## config.mk

```make
export PLATFORM = sky130hd
export DESIGN_NAME = param_update_sequencer_flat
export DESIGN_NICKNAME = d
export VERILOG_FILES = /design/src/rtl/param_update_sequencer_if.sv /design/src/rtl/param_update_sequencer.sv /design/src/flat_wrapper.sv
export SDC_FILE = /design/constraint.sdc
export NUM_CORES = 1
export LEC_CHECK = 0
export ABC_AREA = 1
export BUFFER_PORTS_ARGS = -buffer_cell sky130_fd_sc_hd__buf_2
export CAP_MARGIN = 10
export CORE_ASPECT_RATIO = 1.2
export CORE_MARGIN = 1
export CORE_UTILIZATION = 55
export CTS_BUF_LIST = sky130_fd_sc_hd__clkbuf_2 sky130_fd_sc_hd__clkbuf_4 sky130_fd_sc_hd__clkbuf_8
export DETAILED_ROUTE_END_ITERATION = 16
export PLACE_DENSITY_LB_ADDON = 0.25
export SYNTH_ARGS = -nofsm -noshare
export SYNTH_HDL_FRONTEND = slang
export SYNTH_SLANG_ARGS = --single-unit
```

## constraint.sdc

```tcl
create_clock -name CLK -period 3.4 [get_ports CLK]
set_input_delay 0.34 -clock CLK [delete_from_list [all_inputs] [get_ports CLK]]
set_output_delay 0.34 -clock CLK [all_outputs]
set_load 0.1 [all_outputs]
```

## src/rtl/param_update_sequencer_if.sv

```systemverilog
// Host request, frame-status and register-bank write-port bundle for param_update_sequencer.
// "slave" is the sequencer's view; "master" is the host/frame side driving requests and status.
interface param_update_sequencer_if #(
  parameter int DEPTH = 8,
  parameter int AW    = 8,
  parameter int DW    = 32
);
  localparam int CW = $clog2(DEPTH) + 1;

  logic          host_valid;
  logic          host_ready;
  logic [AW-1:0] host_addr;
  logic [DW-1:0] host_data;
  logic          flush;
  logic          re_busy;
  logic          exp_active;
  logic          hold;
  logic          wr_en;
  logic [AW-1:0] varAddress;
  logic [DW-1:0] varValueIn;
  logic [CW-1:0] pending;
  logic          burst_done;
  logic          overflow;

  modport master (
    output host_valid, host_addr, host_data, flush, re_busy, exp_active, hold,
    input  host_ready, wr_en, varAddress, varValueIn, pending, burst_done, overflow
  );

  modport slave (
    input  host_valid, host_addr, host_data, flush, re_busy, exp_active, hold,
    output host_ready, wr_en, varAddress, varValueIn, pending, burst_done, overflow
  );
endinterface

```

## src/rtl/param_update_sequencer.sv

```systemverilog
// Queues host timing-parameter writes and replays them to the register bank only
// in an inter-frame gap that has stayed open for GUARD consecutive cycles.
module param_update_sequencer #(
  parameter int DEPTH = 8,
  parameter int AW    = 8,
  parameter int DW    = 32,
  parameter int GUARD = 16
) (
  input  logic                   CLK,
  input  logic                   rst,
  param_update_sequencer_if.slave bus
);
  localparam int PW = $clog2(DEPTH);
  localparam int CW = PW + 1;
  localparam int GW = (GUARD > 1) ? $clog2(GUARD) : 1;
  localparam logic [GW-1:0] GUARD_LAST = GW'(GUARD - 1);

  typedef enum logic [1:0] {ST_IDLE, ST_GUARD, ST_WRITE, ST_DONE} state_t;

  state_t           state_q, state_d;
  logic [GW-1:0]    guard_q, guard_d;
  logic [CW-1:0]    count_q, count_d;
  logic [PW-1:0]    wr_ptr_q, rd_ptr_q;
  logic             overflow_q, overflow_d;
  logic             host_ready_q;
  logic             wr_en_q;
  logic             burst_done_q;
  logic [AW-1:0]    addr_q;
  logic [DW-1:0]    data_q;
  logic [AW+DW-1:0] mem [DEPTH];

  logic gap, full, empty, push, pop;

  assign gap   = !bus.re_busy && !bus.exp_active && !bus.hold;
  assign full  = (count_q == CW'(DEPTH));
  assign empty = (count_q == '0);
  // The last guard cycle already pops, so the first strobe lands exactly GUARD edges after the gap opens.
  assign pop   = !bus.flush && gap && !empty &&
                 ((state_q == ST_GUARD && guard_q == GUARD_LAST) || state_q == ST_WRITE);
  assign push  = bus.host_valid && !bus.flush && (!full || pop);

  always_comb begin
    count_d    = count_q + CW'(push) - CW'(pop);
    overflow_d = overflow_q | (bus.host_valid && full && !pop);
    if (bus.flush) begin
      count_d    = '0;
      overflow_d = 1'b0;
    end
  end

  // The IDLE cycle that sees the gap counts as the first idle cycle of the guard window.
  always_comb begin
    state_d = state_q;
    guard_d = guard_q;
    case (state_q)
      ST_IDLE: begin
        guard_d = '0;
        if (!empty && gap && !bus.flush) begin
          state_d = ST_GUARD;
          guard_d = GW'(1);
        end
      end
      ST_GUARD: begin
        if (bus.flush || !gap) begin
          state_d = ST_IDLE;
          guard_d = '0;
        end else if (guard_q == GUARD_LAST) begin
          guard_d = '0;
          state_d = (count_d == '0) ? ST_DONE : ST_WRITE;
        end else begin
          guard_d = guard_q + 1'b1;
        end
      end
      ST_WRITE: begin
        if (bus.flush || !gap || count_d == '0) state_d = ST_DONE;
      end
      ST_DONE: begin
        state_d = ST_IDLE;
        guard_d = '0;
      end
      default: begin
        state_d = ST_IDLE;
        guard_d = '0;
      end
    endcase
  end

  always_ff @(posedge CLK) begin
    if (rst) begin
      state_q      <= ST_IDLE;
      guard_q      <= '0;
      count_q      <= '0;
      wr_ptr_q     <= '0;
      rd_ptr_q     <= '0;
      overflow_q   <= 1'b0;
      host_ready_q <= 1'b1;
      wr_en_q      <= 1'b0;
      burst_done_q <= 1'b0;
      addr_q       <= '0;
      data_q       <= '0;
    end else begin
      state_q      <= state_d;
      guard_q      <= guard_d;
      count_q      <= count_d;
      overflow_q   <= overflow_d;
      host_ready_q <= (count_d != CW'(DEPTH));
      burst_done_q <= (state_q == ST_DONE);
      wr_en_q      <= pop;
      if (pop) {addr_q, data_q} <= mem[rd_ptr_q];
      if (bus.flush) begin
        rd_ptr_q <= '0;
        wr_ptr_q <= '0;
      end else begin
        if (pop)  rd_ptr_q <= rd_ptr_q + 1'b1;
        if (push) wr_ptr_q <= wr_ptr_q + 1'b1;
      end
    end
  end

  always_ff @(posedge CLK) begin
    if (push) mem[wr_ptr_q] <= {bus.host_addr, bus.host_data};
  end

  assign bus.host_ready = host_ready_q;
  assign bus.wr_en      = wr_en_q;
  assign bus.varAddress = addr_q;
  assign bus.varValueIn = data_q;
  assign bus.pending    = count_q;
  assign bus.burst_done = burst_done_q;
  assign bus.overflow   = overflow_q;
endmodule
```

## src/flat_wrapper.sv

```systemverilog
// flat-port wrapper written by rule: the top's interface ports become plain ports
module param_update_sequencer_flat 
#(
  parameter int DEPTH = 8,
  parameter int AW    = 8,
  parameter int DW    = 32,
  parameter int GUARD = 16
)
  (CLK, rst, bus_host_valid, bus_host_addr, bus_host_data, bus_flush, bus_re_busy, bus_exp_active, bus_hold, bus_host_ready, bus_wr_en, bus_varAddress, bus_varValueIn, bus_pending, bus_burst_done, bus_overflow);
  param_update_sequencer_if #(.DEPTH(DEPTH), .AW(AW), .DW(DW)) bus_i ();
  input  logic CLK;
  input  logic rst;
  input wire logic [$bits(bus_i.host_valid)-1:0] bus_host_valid;
  input wire logic [$bits(bus_i.host_addr)-1:0] bus_host_addr;
  input wire logic [$bits(bus_i.host_data)-1:0] bus_host_data;
  input wire logic [$bits(bus_i.flush)-1:0] bus_flush;
  input wire logic [$bits(bus_i.re_busy)-1:0] bus_re_busy;
  input wire logic [$bits(bus_i.exp_active)-1:0] bus_exp_active;
  input wire logic [$bits(bus_i.hold)-1:0] bus_hold;
  output wire logic [$bits(bus_i.host_ready)-1:0] bus_host_ready;
  output wire logic [$bits(bus_i.wr_en)-1:0] bus_wr_en;
  output wire logic [$bits(bus_i.varAddress)-1:0] bus_varAddress;
  output wire logic [$bits(bus_i.varValueIn)-1:0] bus_varValueIn;
  output wire logic [$bits(bus_i.pending)-1:0] bus_pending;
  output wire logic [$bits(bus_i.burst_done)-1:0] bus_burst_done;
  output wire logic [$bits(bus_i.overflow)-1:0] bus_overflow;
  assign bus_i.host_valid = bus_host_valid;
  assign bus_i.host_addr = bus_host_addr;
  assign bus_i.host_data = bus_host_data;
  assign bus_i.flush = bus_flush;
  assign bus_i.re_busy = bus_re_busy;
  assign bus_i.exp_active = bus_exp_active;
  assign bus_i.hold = bus_hold;
  assign bus_host_ready = bus_i.host_ready;
  assign bus_wr_en = bus_i.wr_en;
  assign bus_varAddress = bus_i.varAddress;
  assign bus_varValueIn = bus_i.varValueIn;
  assign bus_pending = bus_i.pending;
  assign bus_burst_done = bus_i.burst_done;
  assign bus_overflow = bus_i.overflow;
  param_update_sequencer #(.DEPTH(DEPTH), .AW(AW), .DW(DW), .GUARD(GUARD)) u_core (.CLK(CLK), .rst(rst), .bus(bus_i));
endmodule
```

==> impl_metrics.toml <==
[outcome]
status = "complete, no violations"

[route]
drtIter0Drc = 701
detail-route-antenna-nets = 0
drt-total-wl_um = 30600
avgViaCountPerCell = 5.84
dr.pass1.iters = 5
via_count = 9256
wl_per_cell_um = 19.3
drc_errors = 0

[critical_path]
crit_chain = "inv_1, ha_1, nor3b_1, nand2_4, nand3_2, clkinv_2, ha_1, fa_1, xnor2_1, nand3_1, nand2_1, nand2_1, nand2_1, nand3_1, nor2_1, nor2_1"
start_kind = "flip-flop"
worstSetupStartpoint = "u_core.bus.pending[2]$_SDFF_PP0_"
r2r_setup_slack_ns = 0.56
cp.required_ns = 3.86
critPathCaptureType = "flip-flop"
slowest_stage = "nor3b_1"
cp_common_cell = "nand2_1"
slowest_delay_ns = 0.42
cp_max_fo = 4
critical_path_class = "flip-flop to flip-flop"
arrival_ns = 3.30
rr_startpoint = "u_core.bus.pending[2]$_SDFF_PP0_"

[logic_synthesis]
synth_top_area_share_pct = 66.1
yosys-top-cells-count = "edfxtp_1 (320), o21ai_0 (194), nor2_1 (179)"
netlist_area_um2 = 14500
yosysWarningCount = 0
synth_fp_nets = 1163
ys_ff_latch = 380
synth_top_area_cell = "edfxtp_1"
ys.flop_type = "edfxtp_1"
synth-edff-count = 320
synthTopCellsByArea = "edfxtp_1 (66%), dfxtp_1 (8.3%), o21ai_0 (6.7%), nor2_1 (4.6%), o221ai_1 (2.4%)"
syn-mean-instance-area_um2 = 13.1
synth-async-reset-ratio_pct = 0
syn_inst = 1107
yosysSeqAreaShare_pct = 74.4
ys_types = 41
synth_most_common_cell = "edfxtp_1"

[clock_tree]
clockBufferDepth = 3
numCtsBuffers = 57
post_cts_buffers = 0
clk_pin_slew_ns = 0.06
cts.sinks = 380
cts_tree = "yes"
htreeDepth = 2
root_buffer = "clkbuf_8"
clock_insertion_delay_worst_skew_ns = 0.58

[floorplanning]
rows = 64
die_x_um = 150
start_util_pct = 56.5
die_h_um = 180
ios = 95
dieArea_um2 = 27100
core_um2 = 25700

[sta]
drv_slew = 0
final_hold_viol_count = 0
rsz0062_at_grt = "no"
holdWs_ns = 0.0347
tightest_slew_ns = 0.813
clock_skew_ns = 0.0272
min_period_ns = 2.84
setup_viol = 0
final.period_utilization_pct = 83.5
maxClockFrequency_ghz = 0.352
relSlewSlack_pct = 45.8

[power]
cellLeakagePower_nw = 5.76
p_total_mw = 9.00
ir_worst_vdd_mv = 0.431
power_per_cell_area_nw_per_um2 = 543

[worst_hold_path]
min-delay-start = "bus_host_data[11]"
hold_class = "primary input to flip-flop"

[global_routing]
grt_max_degree = 162
antenna_found_initial = 1
grt_usage_pct = 23.0
gr-total-overflow = 0
grt_pass1_vias = 9071
grt_pass1_wl_um = 47700

[job]
drv_cap = 0

[cells_and_area]
design_area_um2 = 16600
final_nets = 1263
areaGrowthSynthToFinish_pct = 14.1
final_cell_count_no_fill = 1586
drive_gt1_share_pct = 19.4
final_util_pct = 64.5

[place]
place_inst = 1476
dpl.hpwl_um = 16200
placed_area_um2 = 15400
gp_congestion = 0.847
port_buffers = 94
[registers in the layout, summed over array words and instances (netlist names), named ones only]
register               count
u_core.guard_q             4
u_core.bus.varAddress      8
u_core.bus.pending         4
u_core.wr_ptr_q            3
u_core.rd_ptr_q            3
u_core.bus.burst_done      1
u_core.bus.varValueIn     32
u_core.state_q             1
u_core.bus.host_ready      1
u_core.bus.wr_en           1
u_core.mem               320
u_core.bus.overflow        1
[routing by layer]
| layer | up-vias | global-route usage, % | share of wire [%] |
|---|---|---|---|
| li1 | 4343 | - | - |
| met3 | 39 | 3.57 | 6.1 |
| met4 | 0 | 7.11 | 1.6 |
| met5 | - | 0 | 0 |
| met2 | 318 | 38.7 | 50 |
| met1 | 4556 | 30.5 | 42 |
[power breakdown]
group	total [mW]	internal, mW	switching (mW)	leakage (nW)
registers	5.09	5.08	0.0105	3.38
clock network	3.72	2.10	1.62	0.651
logic	0.193	0.0548	0.138	1.73
total	9.00	7.24	1.77	5.76
[cell families (layout without fill, tap and decap cells)]
| kind of cell | after synthesis | after routing | synth area share [%] |
|---|---|---|---|
| AOI/OAI and AO/OA | 380 | 380 | 14.5 |
| DFF | 380 | 380 | 74.4 |
| and+or+nand+nor | 235 | 235 | 6.70 |
| buffers and inverters | 100 | 248 | 3.34 |
| adders and majority gates | 9 | 9 | 0.827 |
| xor gates and xnor gates | 3 | 3 | 0.181 |
| other | 0 | 1 | 0 |
[worst paths after layout]
path,depth (start not counted),endpoint
max,16,u_core.state_q[0]$_SDFFE_PP0P_
max reg2reg,16,u_core.state_q[0]$_SDFFE_PP0P_
min reg2reg,2,u_core.bus.burst_done$_SDFF_PP0_
min,1,u_core.mem[5][11]$_DFFE_PP_
[cell type report]
| cell class | instances | area (um^2) |
|---|---|---|
| Multi-Input combinational cell | 627 | 3280 |
| Inverter | 26 | 104 |
| Timing Repair Buffer | 115 | 758 |
| Clock inverter | 13 | 63.8 |
| Clock buffer | 94 | 1130 |
| Tap cell | 330 | 413 |
| Sequential cell | 380 | 10800 |
| Antenna cell | 1 | 2.50 |
| Fill cell | 1901 | 9130 |
[placed cells by master (no fill, tap or decap), types with 2 or more instances in the layout]
cell	n
o22ai_1	40
dfxtp_2	2
a31oi_1	2
inv_2	4
nor2_4	8
clkinv_2	9
nand3_1	10
buf_4	9
ha_1	8
nand2_2	3
nand2_1	25
o221ai_1	40
clkbuf_4	26
inv_6	2
nor2_1	175
buf_12	10
clkinv_1	5
dfxtp_1	57
or2_2	2
nor3_1	2
xor2_1	2
o21ai_0	194
edfxtp_1	320
o21ai_1	54
clkbuf_8	68
dlygate4sd3_1	2
buf_2	94
inv_1	19
nor3b_1	2
a21oi_1	48
[through the flow]
stage	setup TNS (ns)	setup WS, ns
6_report	0	0.561
5_1_grt	0	0.278
3_5_place_dp	0	0.566
4_1_cts	0	0.542
3_3_place_gp	0	0.638
2_1_floorplan	-29.54	-0.119
[critical path, delay by kind of cell, from the launching register on]
family / cells / cell delay [ns]
XOR/XNOR: 1 / 0.22
adder cells (fa/ha/maj): 3 / 0.80
buffers and inverters: 2 / 0.19
flip-flops: 1 / 0.30
AND/OR/NAND/NOR: 10 / 1.24
[what timing repair did]
item / CTS / global route
hold buffers: 2 / 0
hold endpoints to repair: 9 / 0
resized for setup: 0 / 0
(Power assumes the default switching activity.)
